`src/rtl/dma_csr_pkg.sv`:
```
// Shared types and constants for the dma_csr_ctrl MMIO front end.
// The CCI-P subset here matches dma.vh so this slice builds on its own.
package dma_csr_pkg;

    typedef logic [41:0]  t_ccip_clAddr;
    typedef logic [511:0] t_ccip_clData;
    typedef logic [8:0]   t_ccip_tid;
    typedef logic [15:0]  t_ccip_mmioAddr;
    typedef logic [63:0]  t_ccip_mmioData;

    typedef struct packed {
        t_ccip_mmioAddr address;
        logic [1:0]     length;
        logic           rsvd;
        t_ccip_tid      tid;
    } t_ccip_c0_ReqMmioHdr;

    typedef struct packed {
        t_ccip_c0_ReqMmioHdr hdr;
        t_ccip_clData        data;
        logic                rspValid;
        logic                mmioRdValid;
        logic                mmioWrValid;
    } t_if_ccip_c0_Rx;

    typedef struct packed {
        t_ccip_tid tid;
    } t_ccip_c2_RspMmioHdr;

    typedef struct packed {
        t_ccip_c2_RspMmioHdr hdr;
        logic                mmioRdValid;
        t_ccip_mmioData      data;
    } t_if_ccip_c2_Tx;

    localparam logic [7:0] OFF_SRC    = 8'h00;
    localparam logic [7:0] OFF_DST    = 8'h08;
    localparam logic [7:0] OFF_RLEN   = 8'h10;
    localparam logic [7:0] OFF_WLEN   = 8'h18;
    localparam logic [7:0] OFF_CTRL   = 8'h20;
    localparam logic [7:0] OFF_STATUS = 8'h28;
    localparam logic [7:0] OFF_CYCLES = 8'h30;
    localparam logic [7:0] OFF_DONES  = 8'h38;

    localparam int ST_BUSY        = 0;
    localparam int ST_DONE        = 1;
    localparam int ST_ERR_WR_BUSY = 2;
    localparam int ST_ERR_ZERO    = 3;
    localparam int ST_ERR_LEN     = 4;

    localparam int CTRL_START = 0;
    localparam int CTRL_CLEAR = 1;

    typedef enum logic [2:0] {
        S_IDLE,
        S_LAUNCH,
        S_GUARD,
        S_BUSY,
        S_DONE
    } t_csr_state;

    // Register slots in offset order; R_NONE marks an unmapped access.
    typedef enum logic [3:0] {
        R_SRC,
        R_DST,
        R_RLEN,
        R_WLEN,
        R_CTRL,
        R_STATUS,
        R_CYCLES,
        R_DONES,
        R_NONE
    } t_csr_reg;

    function automatic t_csr_reg csr_decode(
        input logic [17:0] ba,
        input logic [15:0] base
    );
        logic [17:0] d;
        d = ba - {2'b00, base};
        if (ba < {2'b00, base} || d[2:0] != 3'd0 ||
            d > 18'(OFF_DONES))
            return R_NONE;
        return t_csr_reg'({1'b0, d[5:3]});
    endfunction

endpackage

```
`src/rtl/dma_csr_ctrl_if.sv`:
```
// MMIO request/response bundle between the host shim and dma_csr_ctrl.
interface dma_csr_ctrl_if;
    import dma_csr_pkg::*;

    t_if_ccip_c0_Rx sRx_c0;
    t_if_ccip_c2_Tx c2_tx;

    modport master (output sRx_c0, input c2_tx);
    modport slave  (input sRx_c0, output c2_tx);
endinterface

```
`src/rtl/dma_csr_ctrl.sv`:
```
// MMIO descriptor/control/status front end for the dma copy engine.
// Launches a copy, masks the early finished window, serves status reads.
module dma_csr_ctrl
    import dma_csr_pkg::*;
#(
    parameter int unsigned GUARD_CYCLES = 3,
    parameter logic [15:0] CSR_BASE     = 16'h0020
) (
    input  logic          clk,
    input  logic          soft_reset,
    dma_csr_ctrl_if.slave mmio,
    output logic          begin_copy,
    output t_ccip_clAddr  rd_addr,
    output t_ccip_clAddr  wr_addr,
    output logic [63:0]   rd_len,
    output logic [63:0]   wr_len,
    input  logic          finished
);

    localparam logic [31:0] GUARD_LAST =
        (GUARD_CYCLES == 0) ? 32'd0 : 32'(GUARD_CYCLES - 1);

    t_csr_state     state;
    logic [31:0]    gcnt;
    t_ccip_clAddr   src;
    t_ccip_clAddr   dst;
    logic [63:0]    rlen;
    logic [63:0]    wlen;
    logic [63:0]    cycles;
    logic [63:0]    dones;
    logic           done;
    logic           err_wr_busy;
    logic           err_zero;
    logic           err_len;
    logic           rd_q;
    t_ccip_tid      rd_tid_q;
    t_csr_reg       rd_sel_q;
    t_if_ccip_c2_Tx rsp;

    t_ccip_c0_ReqMmioHdr hdr;
    t_csr_reg            sel;
    logic [63:0]         wdata;
    logic                wr_en;
    logic                rd_en;
    logic                busy;
    logic                zero_addr;
    logic                bad_len;
    logic                start_req;
    logic                clear_req;
    logic                desc_wr;
    logic [63:0]         status;
    logic [63:0]         rd_data;
    logic                unused;

    assign hdr   = mmio.sRx_c0.hdr;
    assign wr_en = mmio.sRx_c0.mmioWrValid;
    assign rd_en = mmio.sRx_c0.mmioRdValid;
    assign wdata = mmio.sRx_c0.data[63:0];
    assign sel   = csr_decode({hdr.address, 2'b00}, CSR_BASE);

    assign busy = (state == S_LAUNCH) || (state == S_GUARD) ||
                  (state == S_BUSY);
    assign zero_addr = (src == '0) || (dst == '0);
    assign bad_len   = wlen > rlen;
    assign start_req = wr_en && (sel == R_CTRL) && wdata[CTRL_START];
    assign clear_req = wr_en && (sel == R_CTRL) && wdata[CTRL_CLEAR];
    assign desc_wr   = wr_en && (sel == R_SRC || sel == R_DST ||
                                 sel == R_RLEN || sel == R_WLEN);

    assign rd_addr    = src;
    assign wr_addr    = dst;
    assign rd_len     = rlen;
    assign wr_len     = wlen;
    assign mmio.c2_tx = rsp;

    assign unused = ^{mmio.sRx_c0.data[511:64], hdr.length,
                      hdr.rsvd, mmio.sRx_c0.rspValid};

    always_comb begin
        status                 = '0;
        status[ST_BUSY]        = busy;
        status[ST_DONE]        = done;
        status[ST_ERR_WR_BUSY] = err_wr_busy;
        status[ST_ERR_ZERO]    = err_zero;
        status[ST_ERR_LEN]     = err_len;
    end

    always_comb begin
        rd_data = '0;
        unique case (rd_sel_q)
            R_SRC:    rd_data = 64'(src);
            R_DST:    rd_data = 64'(dst);
            R_RLEN:   rd_data = rlen;
            R_WLEN:   rd_data = wlen;
            R_STATUS: rd_data = status;
            R_CYCLES: rd_data = cycles;
            R_DONES:  rd_data = dones;
            default:  rd_data = '0;
        endcase
    end

    always_ff @(posedge clk) begin
        if (soft_reset) begin
            state       <= S_IDLE;
            gcnt        <= '0;
            src         <= '0;
            dst         <= '0;
            rlen        <= '0;
            wlen        <= '0;
            cycles      <= '0;
            dones       <= '0;
            done        <= 1'b0;
            err_wr_busy <= 1'b0;
            err_zero    <= 1'b0;
            err_len     <= 1'b0;
            begin_copy  <= 1'b0;
            rd_q        <= 1'b0;
            rd_tid_q    <= '0;
            rd_sel_q    <= R_NONE;
            rsp         <= '0;
        end else begin
            begin_copy <= 1'b0;
            if (busy && cycles != '1)
                cycles <= cycles + 64'd1;

            if (desc_wr && !busy) begin
                unique case (sel)
                    R_SRC:   src  <= wdata[41:0];
                    R_DST:   dst  <= wdata[41:0];
                    R_RLEN:  rlen <= wdata;
                    R_WLEN:  wlen <= wdata;
                    default: ;
                endcase
            end
            if (desc_wr && busy)
                err_wr_busy <= 1'b1;

            // Clear lands before start so a start error survives it.
            if (clear_req) begin
                done        <= 1'b0;
                err_wr_busy <= 1'b0;
                err_zero    <= 1'b0;
                err_len     <= 1'b0;
            end

            if (start_req) begin
                if (busy) begin
                    err_wr_busy <= 1'b1;
                end else begin
                    if (zero_addr)
                        err_zero <= 1'b1;
                    if (bad_len)
                        err_len <= 1'b1;
                    if (!zero_addr && !bad_len) begin
                        state      <= S_LAUNCH;
                        begin_copy <= 1'b1;
                        done       <= 1'b0;
                        cycles     <= '0;
                    end
                end
            end

            // A finish in the same cycle as a clear still reports DONE.
            unique case (state)
                S_LAUNCH: begin
                    gcnt  <= '0;
                    state <= (GUARD_CYCLES == 0) ? S_BUSY : S_GUARD;
                end
                S_GUARD: begin
                    if (gcnt == GUARD_LAST)
                        state <= S_BUSY;
                    else
                        gcnt <= gcnt + 32'd1;
                end
                S_BUSY: begin
                    if (finished) begin
                        state <= S_DONE;
                        done  <= 1'b1;
                        dones <= dones + 64'd1;
                    end
                end
                default: ;
            endcase

            rd_q     <= rd_en;
            rd_tid_q <= hdr.tid;
            rd_sel_q <= sel;

            rsp <= '0;
            if (rd_q) begin
                rsp.mmioRdValid <= 1'b1;
                rsp.hdr.tid     <= rd_tid_q;
                rsp.data        <= rd_data;
            end
        end
    end

endmodule

```
`src/flat_wrapper.sv`:
```
// flat-port wrapper written by rule: the top's interface ports become plain ports
module dma_csr_ctrl_flat import dma_csr_pkg::*;
#(
    parameter int unsigned GUARD_CYCLES = 3,
    parameter logic [15:0] CSR_BASE     = 16'h0020
)
  (clk, soft_reset, begin_copy, rd_addr, wr_addr, rd_len, wr_len, finished, mmio_sRx_c0, mmio_c2_tx);
  dma_csr_ctrl_if mmio_i ();
  input  logic clk;
  input  logic soft_reset;
  output logic begin_copy;
  output t_ccip_clAddr rd_addr;
  output t_ccip_clAddr wr_addr;
  output logic [63:0] rd_len;
  output logic [63:0] wr_len;
  input  logic finished;
  input wire logic [$bits(mmio_i.sRx_c0)-1:0] mmio_sRx_c0;
  output wire logic [$bits(mmio_i.c2_tx)-1:0] mmio_c2_tx;
  assign mmio_i.sRx_c0 = mmio_sRx_c0;
  assign mmio_c2_tx = mmio_i.c2_tx;
  dma_csr_ctrl #(.GUARD_CYCLES(GUARD_CYCLES), .CSR_BASE(CSR_BASE)) u_core (.clk(clk), .soft_reset(soft_reset), .mmio(mmio_i), .begin_copy(begin_copy), .rd_addr(rd_addr), .wr_addr(wr_addr), .rd_len(rd_len), .wr_len(wr_len), .finished(finished));
endmodule
```
`config.mk`:
```
export PLATFORM = sky130hd
export DESIGN_NAME = dma_csr_ctrl_flat
export DESIGN_NICKNAME = d
export VERILOG_FILES = /design/src/rtl/dma_csr_pkg.sv /design/src/rtl/dma_csr_ctrl_if.sv /design/src/rtl/dma_csr_ctrl.sv /design/src/flat_wrapper.sv
export SDC_FILE = /design/constraint.sdc
export NUM_CORES = 1
export LEC_CHECK = 0
export ABC_AREA = 1
export CAP_MARGIN = 15
export CORE_AREA = 2 2 329 331
export CTS_CLUSTER_SIZE = 14
export DETAILED_ROUTE_END_ITERATION = 6
export DIE_AREA = 0 0 331 333
export GPL_TIMING_DRIVEN = 1
export MAX_ROUTING_LAYER = met4
export SYNTH_ARGS = -nofsm -noshare
export SYNTH_HDL_FRONTEND = slang
export SYNTH_SLANG_ARGS = --single-unit
```
`constraint.sdc`:
```
create_clock -name clk -period 4.6 [get_ports clk]
set_clock_uncertainty 0.2 [all_clocks]
set_input_delay 0.69 -clock clk [delete_from_list [all_inputs] [get_ports clk]]
set_output_delay 0.69 -clock clk [all_outputs]
set_load 0.1 [all_outputs]
```
==> impl_metrics.csv <==
group,metric,value,unit
floorplanning,pin_count,833,
run,maxCapViolCount,0,
floorplanning,fp.dieH,333,µm
synthesis,ys_top_cells_by_area,"dfxtp_1 40%, nand2_1 9.7%, a21oi_1 7.9%",
worst_setup_path,criticalPathCategory,"input port to flop",
cells_and_area,area.growth.synth_to_final,31.8,%
floorplanning,core.rowCount,120,
placed_design,io_buffers,380,
synthesis,synth-seq-cells,468,
worst_setup_path,reg2reg_to,"u_core.cycles[50]$_SDFF_PP0_",
sta,slew_headroom,0.186,
sta,post-route-period-util,0.807,
sta,finalSetupViolCount,0,
synthesis,synth_fp_nets,4016,
worst_setup_path,critPathMaxStageDelay,520,ps
pwr,leakage,11.7,nW
worst_setup_path,reg2reg_from,"u_core.rd_len[30]$_SDFFE_PP0P_",
worst_setup_path,crit_buf_inv,4,
grt,grt-ovfl-total,0,
sta,min_period,3710,ps
worst_setup_path,worstSetupEndpointType,"flop",
pwr,ir_drop,281,µV
worst_setup_path,reg2reg_depth,12,
sta,layout_setup_ws,889,ps
clock_network,cts_tree,"yes",
worst_setup_path,slowest_stage,"clkdlybuf4s50_1",
sta,report.final.slew_viol_count,0,
routing,wire_per_inst,22.0,µm
grt,grt_usage,0.207,
routing,antenna_left,0,
floorplanning,initial_core_util,0.219,
routing,route.detailed.drc,0,
floorplanning,die_w,331,µm
sta,tns,0,ps
worst_setup_path,path_cells,"clkdlybuf4s50_1, inv_1, ha_1, inv_1, nor2_1, nand3_1, nor2_1, nand3_1, nor2_1, nand2_1, nor2_1, nand3_1, nor2_2, nand3_1, nand2_2, buf_4, nor2_1",
grt,grt_max_degree,103,
grt,grt_pass1_vias,22800,
clock_network,cts_resized,0,
synthesis,synth_edf_count,0,
pwr,p_per_area,312,nW/µm²
worst_setup_path,crit_start,"mmio_sRx_c0[531]",
cells_and_area,final_cell_mix,"603 x nand2_1, 488 x inv_1, 468 x dfxtp_1, 446 x nor2_1, 368 x a21oi_1",
sta,hold_ws,207,ps
clock_network,post-cts-setup-buffers,0,
synthesis,syn_inst,3401,
synthesis,ys_warn_count,0,
clock_network,clock_path_buffers,3,
synthesis,async_flop_share,0,
worst_setup_path,r2r_slack,950,ps
worst_setup_path,worstPathRequired,4920,ps
cells_and_area,fill_cells,11700,
cells_and_area,nNetsFinal,4360,
worst_setup_path,crit_top_cell,"nor2_1",
synthesis,synth_ff_type,"dfxtp_1",
placed_design,preCtsSetupSlack,348,ps
worst_setup_path,cp-start-kind,"input port",
worst_setup_path,cp.depth,17,
placed_design,dp_hpwl,89.1,mm
grt,antenna_found_initial,7,
synthesis,synth_top_area_share,0.400,
synthesis,yosysTopAreaCell,"dfxtp_1",
placed_design,gp_congestion,0.958,
synthesis,synth.distinct_cells,41,
worst_setup_path,crit_path_max_fanout,29,
sta,final-hold-violation-count,0,
clock_network,cts_made_buffers,56,
synthesis,synthesis.area,23400,µm²
clock_network,path_clk_slew,60,ps
cells_and_area,drive_above_1_share,0.0551,
routing,drt_wl_total,115,mm
floorplanning,fp.coreArea,107000,µm²
floorplanning,dieArea,110000,µm²
clock_network,h-tree-depth,2,
routing,drt_iter0_drc,2251,
clock_network,ctsHoldBuffers,0,
cells_and_area,final_common_cell,"nand2_1",
synthesis,syn_area_per_cell,6.88,µm²
worst_hold_path,min_path_type,"flop to flop",
synthesis,ys_seq_area_frac,0.400,
grt,grt_pass1_wl,162,mm
sta,rsz0062_at_grt,"false",
routing,drt-vias-per-instance,4.77,
sta,tightest_slew,1220,ps
routing,vias,24800,
worst_setup_path,crit_arrival,4030,ps
clock_network,cts_sinks,468,
clock_network,cts_root_buf,"clkbuf_16",
worst_setup_path,crit_family,"simple AND/OR/NAND/NOR gates",
sta,max_clock_freq,269,MHz
worst_setup_path,critPathCapture,"u_core.cycles[50]$_SDFF_PP0_",
routing,first_pass_iters,5,
status,status,"finished, final reports clean",
clock_network,clk_latency,670,ps
logic make-up after synthesis:
logic type                 synth area share
and+or+nand+nor                       0.264
AOI/OAI and AO/OA                     0.160
buffers and inverters                 0.106
DFF                                   0.400
xor gates and xnor gates             0.0326
adders and majority gates            0.0369
per-stage QoR:
stage                     area, µm²  total power, mW   util  cells
after global routing          30800             9.89  0.289   5195
after floorplan               23400             4.44      -   3401
after CTS                     30800             9.71  0.289   5193
after global placement        28800             4.67  0.270   5090
final                         30800             9.61  0.289   5196
after detailed placement      28800             4.67  0.270   5090
worst reg2reg max path, stage by stage (launching register included):
cell and delay (ps):
dfxtp_1 360, inv_1 90, ha_1 280, nand2_1 60
nor2_1 300, nand2_1 190, nor4_1 480, nand4_1 380
nand2_1 190, nand3_1 330, nand2_2 210, buf_4 340
nor2_1 110
power breakdown:
group	switching [mW]	internal, mW	leakage, nW	total, mW
Combinational	0.321	0.146	6.88	0.467
Sequential	0.0324	4.09	3.77	4.12
Clock	2.01	3.02	1.02	5.03
Total	2.36	7.25	11.7	9.61
layer usage:
layer | GRT usage | share of wire | up-vias
li1 | - | - | 11800
met1 | 0.270 | 0.43 | 11700
met2 | 0.314 | 0.44 | 1053
met3 | 0.0381 | 0.079 | 170
met4 | 0.0801 | 0.044 | 0
met5 | - | 0 | -
state kept, by name, indices dropped and copies added, names as in the netlist:
| name | count |
|---|---|
| u_core.err_len | 1 |
| u_core.gcnt | 32 |
| u_core.cycles | 64 |
| u_core.mmio.c2_tx | 74 |
| u_core.rd_q | 1 |
| u_core.rd_sel_q | 4 |
| u_core.rd_tid_q | 9 |
| u_core.state | 3 |
| u_core.wr_addr | 42 |
| u_core.err_wr_busy | 1 |
| u_core.dones | 64 |
| u_core.begin_copy | 1 |
| u_core.rd_addr | 42 |
| u_core.wr_len | 64 |
| u_core.rd_len | 64 |
| u_core.err_zero | 1 |
| u_core.done | 1 |
synth_stat cells, drive strengths merged (10+ instances only):
| master | instances |
|---|---|
| nand2 | 605 |
| inv | 493 |
| dfxtp | 468 |
| nor2 | 462 |
| a21oi | 368 |
| o21ai | 190 |
| nand3 | 127 |
| nor3 | 110 |
| xor2 | 84 |
| o22ai | 83 |
| clkbuf | 82 |
| nand4 | 75 |
| ha | 69 |
| buf | 58 |
| nor4 | 39 |
| a221oi | 22 |
| or2 | 13 |
| nand3b | 10 |
| o21a | 10 |
worst min-delay path by stage:
stage                                             start                          endpoint  slack (ps)  cells past startpoint
after CTS                                    soft_reset     u_core.rd_tid_q[5]$_SDFF_PP0_         190                      2
after global placement    u_core.rd_tid_q[0]$_SDFF_PP0_  u_core.mmio.c2_tx[65]$_SDFF_PP0_         200                      2
after global routing                         soft_reset     u_core.rd_tid_q[3]$_SDFF_PP0_         210                      2
after detailed placement  u_core.rd_tid_q[8]$_SDFF_PP0_  u_core.mmio.c2_tx[73]$_SDFF_PP0_         200                      2
after floorplan           u_core.rd_tid_q[0]$_SDFF_PP0_  u_core.mmio.c2_tx[65]$_SDFF_PP0_         190                      2
final                     u_core.rd_tid_q[3]$_SDFF_PP0_  u_core.mmio.c2_tx[68]$_SDFF_PP0_         210                      2
area by class of cell:
cell class	count	area, µm²	area share
sequential	468	9370	0.304
tap	1403	1760	0.0569
antenna	3	7.51	0.000244
clock buffer	75	1640	0.0533
inverter	498	1870	0.0608
timing repair buffer	426	4170	0.135
multi-input combinational	2295	11600	0.376
clock inverter	28	410	0.0133
Power figures use the tool's default switching activity.
